`src/rtl/attack_map_arbiter.sv`:
```
// Round-robin arbiter that shares one attack-map evaluator among NUM_REQ requesters.
// Each grant launches one evaluation and returns the map, or a timeout response, to the winner.
`timescale 1ns/1ps

module attack_map_arbiter #(
   parameter int PIECE_WIDTH = 4,
   parameter int BOARD_WIDTH = PIECE_WIDTH * 64,
   parameter int NUM_REQ     = 4,
   parameter int TIMEOUT     = 31
) (
   input  logic                           clk,
   input  logic                           reset,
   input  logic [NUM_REQ-1:0]             req_valid,
   input  logic [NUM_REQ*BOARD_WIDTH-1:0] req_board,
   input  logic [NUM_REQ-1:0]             req_attacker,
   output logic [NUM_REQ-1:0]             req_ready,
   output logic [BOARD_WIDTH-1:0]         eval_board,
   output logic                           eval_attacker,
   output logic                           eval_board_valid,
   input  logic [63:0]                    eval_map,
   input  logic                           eval_map_valid,
   output logic [NUM_REQ-1:0]             rsp_valid,
   output logic [63:0]                    rsp_map,
   output logic                           rsp_timeout,
   output logic                           busy
);

   localparam int GRANT_W = $clog2(NUM_REQ);
   localparam int CNT_W   = $clog2(TIMEOUT + 1);

   localparam logic [GRANT_W:0]   NUM_REQ_EXT = (GRANT_W + 1)'(NUM_REQ);
   localparam logic [GRANT_W-1:0] LAST_REQ    = GRANT_W'(NUM_REQ - 1);
   localparam logic [CNT_W-1:0]   CNT_LIMIT   = CNT_W'(TIMEOUT);

   localparam logic [1:0] S_IDLE    = 2'd0;
   localparam logic [1:0] S_LAUNCH  = 2'd1;
   localparam logic [1:0] S_WAIT    = 2'd2;
   localparam logic [1:0] S_RESPOND = 2'd3;

   logic [1:0]             r_state;
   logic [GRANT_W-1:0]     r_rr_ptr;
   logic [GRANT_W-1:0]     r_grant;
   logic [CNT_W-1:0]       r_cnt;
   logic [NUM_REQ-1:0]     r_req_ready;
   logic [BOARD_WIDTH-1:0] r_eval_board;
   logic                   r_eval_attacker;
   logic                   r_eval_board_valid;
   logic [NUM_REQ-1:0]     r_rsp_valid;
   logic [63:0]            r_rsp_map;
   logic                   r_rsp_timeout;

   logic [BOARD_WIDTH-1:0] w_boards [NUM_REQ];
   logic [NUM_REQ-1:0]     w_rot;
   logic [GRANT_W-1:0]     w_off;
   logic [GRANT_W:0]       w_sum;
   logic [GRANT_W-1:0]     w_grant;
   logic                   w_any;
   logic [GRANT_W-1:0]     w_next_ptr;
   logic [NUM_REQ-1:0]     w_grant_oh;

   for (genvar i = 0; i < NUM_REQ; i++) begin : g_board
      assign w_boards[i] = req_board[i*BOARD_WIDTH +: BOARD_WIDTH];
   end

   // Rotate requests so bit 0 is the requester at rr_ptr; the lowest set bit is the winner.
   assign w_rot = NUM_REQ'({req_valid, req_valid} >> r_rr_ptr);
   assign w_any = |req_valid;

   // NOTE: every always_comb output gets a default first, so no path can infer a latch.
   always_comb begin
      w_off = '0;
      for (int k = NUM_REQ - 1; k >= 0; k--) begin
         if (w_rot[k]) w_off = GRANT_W'(k);
      end
   end

   assign w_sum      = {1'b0, r_rr_ptr} + {1'b0, w_off};
   assign w_grant    = (w_sum >= NUM_REQ_EXT) ? GRANT_W'(w_sum - NUM_REQ_EXT) : w_sum[GRANT_W-1:0];
   assign w_next_ptr = (r_grant == LAST_REQ) ? '0 : r_grant + GRANT_W'(1);
   assign w_grant_oh = NUM_REQ'(1) << r_grant;

   // NOTE: sequential state uses non-blocking assignments so all registers update together.
   always_ff @(posedge clk or negedge reset) begin
      if (!reset) begin
         r_state            <= S_IDLE;
         r_rr_ptr           <= '0;
         r_grant            <= '0;
         r_cnt              <= '0;
         r_req_ready        <= '0;
         r_eval_board       <= '0;
         r_eval_attacker    <= 1'b0;
         r_eval_board_valid <= 1'b0;
         r_rsp_valid        <= '0;
         r_rsp_map          <= '0;
         r_rsp_timeout      <= 1'b0;
      end else begin
         r_req_ready        <= '0;
         r_eval_board_valid <= 1'b0;
         r_rsp_valid        <= '0;
         case (r_state)
            S_IDLE: begin
               if (w_any) begin
                  r_grant         <= w_grant;
                  r_eval_board    <= w_boards[w_grant];
                  r_eval_attacker <= req_attacker[w_grant];
                  r_req_ready     <= NUM_REQ'(1) << w_grant;
                  r_state         <= S_LAUNCH;
               end
            end
            S_LAUNCH: begin
               r_eval_board_valid <= 1'b1;
               r_cnt              <= '0;
               r_state            <= S_WAIT;
            end
            S_WAIT: begin
               // A result in the final cycle still beats the timeout.
               if (eval_map_valid) begin
                  r_rsp_map     <= eval_map;
                  r_rsp_timeout <= 1'b0;
                  r_rsp_valid   <= w_grant_oh;
                  r_state       <= S_RESPOND;
               end else if (r_cnt == CNT_LIMIT) begin
                  r_rsp_map     <= '0;
                  r_rsp_timeout <= 1'b1;
                  r_rsp_valid   <= w_grant_oh;
                  r_state       <= S_RESPOND;
               end else begin
                  r_cnt <= r_cnt + CNT_W'(1);
               end
            end
            S_RESPOND: begin
               r_rr_ptr <= w_next_ptr;
               r_state  <= S_IDLE;
            end
            default: r_state <= S_IDLE;
         endcase
      end
   end

   assign req_ready        = r_req_ready;
   assign eval_board       = r_eval_board;
   assign eval_attacker    = r_eval_attacker;
   assign eval_board_valid = r_eval_board_valid;
   assign rsp_valid        = r_rsp_valid;
   assign rsp_map          = r_rsp_map;
   assign rsp_timeout      = r_rsp_timeout;
   assign busy             = (r_state != S_IDLE);

endmodule
```
`config.mk`:
```
export PLATFORM = sky130hd
export DESIGN_NAME = attack_map_arbiter
export DESIGN_NICKNAME = d
export VERILOG_FILES = /design/src/rtl/attack_map_arbiter.sv
export SDC_FILE = /design/constraint.sdc
export NUM_CORES = 1
export LEC_CHECK = 0
export BUFFER_PORTS_ARGS = -buffer_cell sky130_fd_sc_hd__clkbuf_2
export CORE_AREA = 2 2 557 559
export CTS_BUF_LIST = sky130_fd_sc_hd__clkbuf_8
export DETAILED_ROUTE_END_ITERATION = 7
export DIE_AREA = 0 0 559 561
export REMOVE_ABC_BUFFERS = 1
export SYNTH_ARGS = -nofsm -noshare
export SYNTH_HDL_FRONTEND = slang
export SYNTH_SLANG_ARGS = --single-unit
```
`constraint.sdc`:
```
create_clock -name clk -period 7.1 [get_ports clk]
set_input_delay 1.42 -clock clk [delete_from_list [all_inputs] [get_ports clk]]
set_output_delay 1.42 -clock clk [all_outputs]
set_load 0.01 [all_outputs]
```
### Yosys cells after proc, flatten, opt, wreduce, memory -nomap -nowiden

Index checks and enable logic that the tools add are counted.

| word-level totals | value |
|---|---|
| input bits | 1099 |
| logic and storage cells | 68 |
| flip-flop bits (word level) | 342 |

| cells by class | value |
|---|---|
| shift operators | 3 |
| mux-type cells | 28 |
| add/subtract/negate cells | 4 |
| equal/unequal tests | 9 |
| reduce and logical (&&, ||, !) cells | 9 |
| bitwise operators | 1 |
| $lt $le $gt $ge | 3 |

Operators with widths:

| cell | count |
|---|---|
| $bmux W256 S2 | 1 |
| $mux W256 | 2 |
| $mux W64 | 2 |
| $mux W4 | 5 |
| $mux W2 | 9 |
| $mux W5 | 2 |
| $pmux W5 S2 | 1 |
| $pmux W2 S4 | 1 |
| $shl A1 B2 Y4 const A | 2 |
| $shr A8 B2 Y4 | 1 |
| $eq A2 B2 Y1 const B | 3 |
| $ge A3 B3 Y1 const B | 2 |
| $ne A2 B2 Y1 const B | 3 |
| $reduce_and A2 Y1 | 3 |
| $reduce_bool A2 Y1 | 3 |
| $add A5 B1 Y5 const B | 1 |
| $eq A5 B5 Y1 const B | 1 |
| $mux W1 | 4 |
| $reduce_or A4 Y1 | 1 |
| $add A2 B2 Y3 | 1 |
| $lt A2 B3 Y1 const B | 1 |
| $ne A3 B3 Y1 const B | 1 |
| $not A2 Y3 | 1 |
| $reduce_and A3 Y1 | 1 |
| 5 further kinds | 5 |

### Depth between registers and ports, before layout

Gate-level depths: netlist (run 1).

| depth | value |
|---|---|
| depth after elaboration | 12 |
| mapped depth | 13 |
| mapped depth without buffers | 9 |

### Worst setup path after synthesis (run 1)

No wires, ideal clock.

| path | value |
|---|---|
| kind | input port to flip-flop |
| from | input port req_valid[0] |
| to | register r_eval_board[244], in the netlist eval_board[244] |
| slack | 3.357 ns |
| arrival time | 3.647 ns |
| buffers on the path | 4 |
| setup time | 0.096 ns |
| stages on the path | 11 |
| cell sequence | nor2_1 a221o_1 nand2_1 o221ai_1 ha_1 clkbuf_1 buf_2 clkbuf_1 clkbuf_1 a2111oi_0 o31ai_1 |

| on the way | value |
|---|---|
| cells in the longest elaborated chain, start to end | 12 |

Ends and longest elaborated chain:

| element | line | RTL |
|---|---|---|
| start: declaration | 13 | `input logic [NUM_REQ-1:0] req_valid,` |
| $shr A8 B2 Y4 (*) | 66 | `assign w_rot = NUM_REQ'({req_valid, req_valid} >> r_rr_ptr);` |
| $mux W2 (3 in a row) | 73 | `if (w_rot[k]) w_off = GRANT_W'(k);` |
| $mux W2 (*) | 73 |  |
| $add A2 B2 Y3 (*) | 77 | `assign w_sum = {1'b0, r_rr_ptr} + {1'b0, w_off};` |
| $ge A3 B3 Y1 / $sub A2 B1 Y2 (equally long branches) | 78 | `assign w_grant = (w_sum >= NUM_REQ_EXT) ? GRANT_W'(w_sum - NUM_REQ_EXT) : w_sum[GRANT_W-1:0];` |
| $mux W2 (*) | 78 |  |
| net w_grant[0] | 56 | `logic [GRANT_W-1:0] w_grant;` |
| $not A2 Y3 (implied by the code) (*) | 104 | `r_eval_board <= w_boards[w_grant];` |
| $bmux W256 S2 (*) | 104 |  |
| $mux W256 (implied by the code) (*) (2 in a row) | 104 |  |
| end signal: assignment | 104 |  |
| end: declaration | 45 | `logic [BOARD_WIDTH-1:0] r_eval_board;` |

The timed path passes the listed nets; every way through them passes the cells marked *. The select of a mux whose other input is x is not followed.
A chain may end at the register's enable or synchronous reset.

### Worst setup path in the final report (run 1)

| path | value |
|---|---|
| from | input port req_valid[0] |
| to | register r_eval_board[13], in the netlist eval_board[13] |

Same word-level chain as after synthesis.

==> reports/qor.yml, run 1 <==
pwr:
  finalPower_mw: 20.7
  switching_power_mw: 11.7
  combPwrFrac: 0.689
  swShare: 0.566
  clock_power_share: 0.137
  p_leak_nw: 15.2
  p_int_mw: 8.98
  ir_drop_uv: 532
  power_density_nw_per_um2: 572
  p_seq_frac: 0.174
route:
  dr.pass1.iters: 5
  vias: 28700
  wl_um: 274000
  dr_wl_met2_um: 113000
  wl_per_cell_um: 34.5
  dr_wl_met3_um: 44600
  drc: 0
  drtAntennaViolNets: 0
  routed_via_density: 3.61
  routed.top_layer: "met5"
  drt_iter0_drc: 2876
  drt-met1-wl_um: 102000
clock_tree:
  cts.sinks: 342
  cts_buffer_depth: 4
  tritoncts: "done"
  ctsResizeCount: 0
  path_clk_slew_ns: 0.05
  root_buffer: "clkbuf_8"
  htreeDepth: 3
  cts_made_buffers: 87
  cts_setup_buffers: 0
  cts_hold_buf: 0
  insertion_delay_ns: 0.91
timing:
  fmax_ghz: 0.213
  slew_viol_final: 0
  tightest_slew_ns: 1.48
  setup_viol: 0
  finalWorstSetupSlack_ns: 2.41
  skew_ns: 0.0842
  hold_viol_final: 0
  fin_crit_ns: 4.69
  relSlewSlack: 0.0122
  rsz0062_at_grt: "false"
  post-route-period-util: 0.660
die:
  rows: 204
  chipHeight_um: 561
  core_sq_um: 308000
  ios: 1431
  die_w_um: 559
  design.die.area_sq_um: 314000
  initial_core_util: 0.0716
placed_design:
  dp_slack_ns: 1.65
  dpl_cell_area_sq_um: 34000
  io_buffers: 1430
  gp_congestion: 0.974
  place_hpwl_um: 239000
  placedCellCount: 7674
grt:
  grt_pass1_wl_um: 335000
  grt_pass1_vias: 26700
  track_usage: 0.168
  grt_max_degree: 177
  gr-total-overflow: 0
  grt_antenna_before_repair: 412
run:
  cap_violations: 0
critical_path:
  crit_arrival_ns: 5.36
  required_ns: 7.77
  criticalPathCategory: "input pin to register"
  start_kind: "input pin"
  end_kind: "register"
  ff2ff_setup_slack_ns: 2.49
  path_max_fanout: 176
logic_synthesis:
  ys.warnings.count: 0
  yosysSeqAreaShare: 0.388
  synthCells: 2350
  synthArstFlopShare: 1.00
  synth_edf_count: 0
  avgSynthCellArea_sq_um: 9.38
  synth-seq-cells: 342
  synth_top_flop_cell: "dfrtp_1"
  synth_area_sq_um: 22000
  synth_cell_types: 40
layout:
  multi_input_area_sq_um: 12300
  drive_gt1_frac: 0.465
  instances_no_fill: 7953
  num-fill-cells: 35600
  areaGrowthSynthToFinish_pct: 64.0
  fin_area_sq_um: 36100
  nNetsFinal: 4753
  fin_util: 0.118
  regArea_sq_um: 8560
outcome:
  status: "completed"
hold_path:
  hp-class: "register to register"
per-layer routing:
layer,track usage,up-vias
met5,0,-
met4,0.0623,300
met3,0.124,820
met2,0.247,2102
met1,0.183,13600
li1,-,11900
final cells by class:
cell class                      count  share of cell area
Multi-Input combinational cell   1698               0.340
Sequential cell                   342               0.237
Timing Repair Buffer             1505               0.220
Tap cell                         4120               0.143
Clock buffer                      106              0.0404
Clock inverter                     39             0.00945
Antenna cell                      134             0.00928
Inverter                            9            0.000935
cell families after synthesis:
group           Yosys count  synth area share
xor+xnor                  5           0.00199
flops                   342             0.388
fa+ha+maj                11           0.00625
mux                       5           0.00255
buf+inv                 310            0.0571
simple gates            819             0.200
compound gates          858             0.343
Yosys cell counts (7+ instances only):
cell type,count,area share
dfrtp_1,342,0.39
a2111oi_2,37,0.025
a221oi_1,257,0.10
nand2_1,272,0.046
nor2_1,14,0.0024
inv_1,9,0.0015
nor2b_1,516,0.15
a2111oi_0,220,0.087
o31ai_2,37,0.021
o21ai_0,8,0.0018
buf_1,7,0.0012
clkbuf_1,231,0.039
buf_2,53,0.012
a22o_1,65,0.026
ha_1,11,0.0062
o31ai_1,220,0.075
flip-flops by register name (all words and copies together) (netlist names):
signal	count
eval_board_valid	1
r_cnt	5
r_state	2
r_grant	2
rsp_map	64
rsp_timeout	1
req_ready	4
r_rr_ptr	2
eval_board	256
rsp_valid	4
eval_attacker	1
placed cells by master, fill, tap and decap left out, drive strengths merged, types with 4 or more instances in the layout:
| cell | netlist | final |
|---|---|---|
| clkbuf | 235 | 1535 |
| nor2b | 516 | 516 |
| dfrtp | 342 | 342 |
| nand2 | 272 | 272 |
| a221oi | 257 | 257 |
| o31ai | 257 | 257 |
| a2111oi | 257 | 257 |
| diode | 0 | 134 |
| buf | 66 | 75 |
| a22o | 65 | 65 |
| inv | 9 | 32 |
| nor2 | 14 | 14 |
| ha | 11 | 11 |
| o21ai | 11 | 11 |
| clkinv | 0 | 7 |
| bufinv | 0 | 6 |
| mux2 | 5 | 5 |
| nand2b | 5 | 5 |
| nor3 | 4 | 4 |
through the flow:
step	TNS, ns	hold WS, ns
floorplan	-3268.51	0.490
global placement	0	0.458
detailed placement	0	0.465
CTS	0	0.464
global route	0	0.496
finish	0	0.476
critical path, cell delays in order:
cell	delay, ns
clkbuf_2	0.15
nor2_1	0.05
a221o_1	0.35
nand2_1	0.07
o221ai_1	0.16
ha_4	0.98
buf_12	0.46
nor2b_1	0.11
a221oi_1	0.98
o31ai_2	0.11
power by group through the flow:
stage               combinational [mW]  clock, mW  sequential [mW]
floorplan                         4.99          0             3.87
global placement                  14.3          0             3.58
detailed placement                14.4          0             3.60
CTS                               14.4       2.96             3.59
global route                      15.3       3.01             3.71
finish                            14.3       2.84             3.59
worst paths after layout:
| path | to | from | cells after the start |
|---|---|---|---|
| worst max-delay path | eval_board[13]$_DFFE_PN0P_ | req_valid[0] | 10 |
| worst min-delay path | eval_board[154]$_DFFE_PN0P_ | eval_board[154]$_DFFE_PN0P_ | 2 |
| worst max register to register | eval_board[13]$_DFFE_PN0P_ | r_rr_ptr[0]$_DFFE_PN0N_ | 9 |
| worst min register to register | eval_board[154]$_DFFE_PN0P_ | eval_board[154]$_DFFE_PN0P_ | 2 |
| max in group asynchronous | eval_board[89]$_DFFE_PN0P_ | reset | 2 |
| min in group asynchronous | eval_board[196]$_DFFE_PN0P_ | reset | 1 |
(Power assumes the default switching activity.)
==> inputs of run 2 (changes only) <==
==> constraint.sdc (replaced) <==
create_clock -name clk -period 4.33 [get_ports clk]
set_input_delay 0.866 -clock clk [delete_from_list [all_inputs] [get_ports clk]]
set_output_delay 0.866 -clock clk [all_outputs]
set_load 0.01 [all_outputs]
==> run 2 against run 1 <==
Die area unchanged. Critical endpoint is now eval_board[35]$_DFFE_PN0P_. First-iteration DRC count decreased by 9.9%. Sequential share of layout area decreased by 0.59 points. Worst hold slack got worse by 0.30 ns. Combinational power increased by 80%. Setup slack got worse by 2.0 ns. Largest power group unchanged. Critical path type is now register to register.
==> reports/qor.yml, run 2 (same netlist as run 1, synthesis figures left out) <==
layout:
  layout_common_cells: "clkbuf_2, nor2b_1, dfrtp_1, nand2_1, a221oi_1"
  fin_area_sq_um: 37100  # +2.6%
  nNetsFinal: 4855  # +2.1%
  largest_reg_flops: 256  # unchanged
  regArea_sq_um: 8560  # unchanged
  instances_no_fill: 8055  # +1.3%
  fin_util: 0.121  # +0.00300
  final_common_cell: "clkbuf_2"
  areaGrowthSynthToFinish_pct: 68.2
  num-fill-cells: 35600  # -0.017%
  multi_input_area_sq_um: 12300  # -0.12%
  drive_gt1_frac: 0.477  # +0.0120
critical_path:
  criticalPathCategory: "register to register"
  start_kind: "register"
  path_cells: "nor2_1, a221o_1, nand2_1, o221ai_1, ha_4, xnor2_1, nor3_4, buf_12, buf_12, a2111oi_0, o31ai_1"
  ff2ff_setup_slack_ns: 0.44  # -2.05 ns
  crit_top_cell: "buf_12"
  crit_buf_inv: 2  # unchanged
  crit_arrival_ns: 4.55  # -0.81 ns
  path_max_fanout: 61  # -65%
  r2r-start: "r_rr_ptr[0]$_DFFE_PN0N_"
  end_kind: "register"
  cp_slowest_cell: "a2111oi_0"
  crit_family: "compound AO/OA/AOI/OAI gates"
  crit_path_max_incr_delay_ns: 0.86  # -0.12 ns
  rr_endpoint: "eval_board[35]$_DFFE_PN0P_"
  reg2regPathDepth: 11  # +2
  required_ns: 4.99  # -2.78 ns
die:
  design.die.area_sq_um: 314000  # unchanged
  rows: 204  # unchanged
  die_w_um: 559  # unchanged
  ios: 1431  # unchanged
  core_sq_um: 308000  # unchanged
  chipHeight_um: 561  # unchanged
  initial_core_util: 0.0716  # unchanged
timing:
  hold_viol_final: 0  # unchanged
  rsz0062_at_grt: "false"
  relSlewSlack: 0.270  # +0.258
  slew_viol_final: 0  # unchanged
  setup_viol: 0  # unchanged
  fin_crit_ns: 3.89
  skew_ns: 0.110  # +0.0257 ns
  tightest_slew_ns: 1.07  # -0.415 ns
  finalWorstSetupSlack_ns: 0.443  # -1.97 ns
  holdWs_ns: 0.173  # -0.303 ns
  post-route-period-util: 0.898
  fin_setup_tns_ns: 0  # unchanged
  fmax_ghz: 0.257
placed_design:
  gp_congestion: 0.967  # -0.71%
  dp_slack_ns: 0.134  # -1.52 ns
  io_buffers: 1430  # unchanged
  place_hpwl_um: 240000  # +0.58%
  dpl_cell_area_sq_um: 35100  # +3.2%
  placedCellCount: 7778  # +1.4%
route:
  drtAntennaViolNets: 0  # unchanged
  drc: 0  # unchanged
  routed_via_density: 3.61  # about the same
  wl_per_cell_um: 33.8  # -2.0%
  dr.pass1.iters: 5  # unchanged
  wl_um: 272000  # -0.70%
  drt_iter0_drc: 2592  # -9.9%
  vias: 29100  # +1.3%
pwr:
  power_density_nw_per_um2: 968  # +69%
  ir_drop_uv: 685  # +29%
  p_leak_nw: 15.8  # +3.6%
  finalPower_mw: 35.9  # +73%
grt:
  grt_pass1_vias: 27100  # +1.5%
  grt_max_degree: 140  # -21%
  track_usage: 0.167  # -0.00112
  gr-total-overflow: 0  # unchanged
  grt_pass1_wl_um: 333000  # -0.49%
  grt_antenna_before_repair: 369  # -10%
clock_tree:
  path_clk_slew_ns: 0.07  # +0.02 ns
  cts_hold_buf: 1  # +1
  tritoncts: "done"
  cts_made_buffers: 84  # -3.4%
  cts_setup_buffers: 0  # unchanged
  htreeDepth: 3  # unchanged
  root_buffer: "clkbuf_8"
  insertion_delay_ns: 0.91  # about the same
  cts.sinks: 342  # unchanged
  cts_buffer_depth: 4  # unchanged
  ctsResizeCount: 0  # unchanged
outcome:
  status: "completed"
hold_path:
  hold_path.startpoint: "eval_map[15]"
  min_to: "rsp_map[15]$_DFFE_PN0P_"
  hp-class: "input pin to register"
  whs_path_depth: 2  # unchanged
run:
  cap_violations: 0  # unchanged
==> run 2: worst register-to-register path, delay by kind of cell (launching register included) <==
kind	cells	cell delay (ns)
compound gates	4	1.53
buf+inv	2	0.67
flops	1	0.57
xor+xnor	1	0.37
fa+ha+maj	1	0.22
simple gates	3	0.27
==> run 2: cell type report <==
class,count,area share
Multi-Input combinational cell,1698,0.332
Timing Repair Buffer,1610,0.244
Clock inverter,38,0.00672
Inverter,9,0.000911
Tap cell,4120,0.139
Antenna cell,138,0.00932
Sequential cell,342,0.231
Clock buffer,100,0.0371
==> run 2: layer usage <==
| layer | GRT usage | part of all wire | up-vias |
|---|---|---|---|
| met1 | 0.186 | 0.38 | 13800 |
| met2 | 0.244 | 0.41 | 2129 |
| met5 | 0 | 0.0065 | - |
| met3 | 0.114 | 0.15 | 785 |
| li1 | - | - | 12100 |
| met4 | 0.0702 | 0.050 | 268 |
==> run 2: report_power, final <==
| part | switching [mW] | internal [mW] | total, mW | leakage (nW) |
|---|---|---|---|---|
| clock network | 1.96 | 2.25 | 4.21 | 0.919 |
| registers | 1.08 | 4.85 | 5.93 | 4.23 |
| logic | 16.9 | 8.82 | 25.8 | 10.6 |
==> run 2: worst max path at each step <==
stage                                 start                          end  slack (ns)  depth (start not counted)
floorplan                      req_valid[0]    eval_attacker$_DFFE_PN0P_      -14.71                          7
global placement               req_valid[0]  eval_board[161]$_DFFE_PN0P_        0.09                         12
detailed placement             req_valid[2]    eval_board[1]$_DFFE_PN0P_        0.13                         12
CTS                 r_rr_ptr[0]$_DFFE_PN0N_  eval_board[161]$_DFFE_PN0P_        0.41                         11
global route        r_rr_ptr[0]$_DFFE_PN0N_  eval_board[161]$_DFFE_PN0P_        0.23                         11
finish              r_rr_ptr[0]$_DFFE_PN0N_   eval_board[35]$_DFFE_PN0P_        0.44                         11
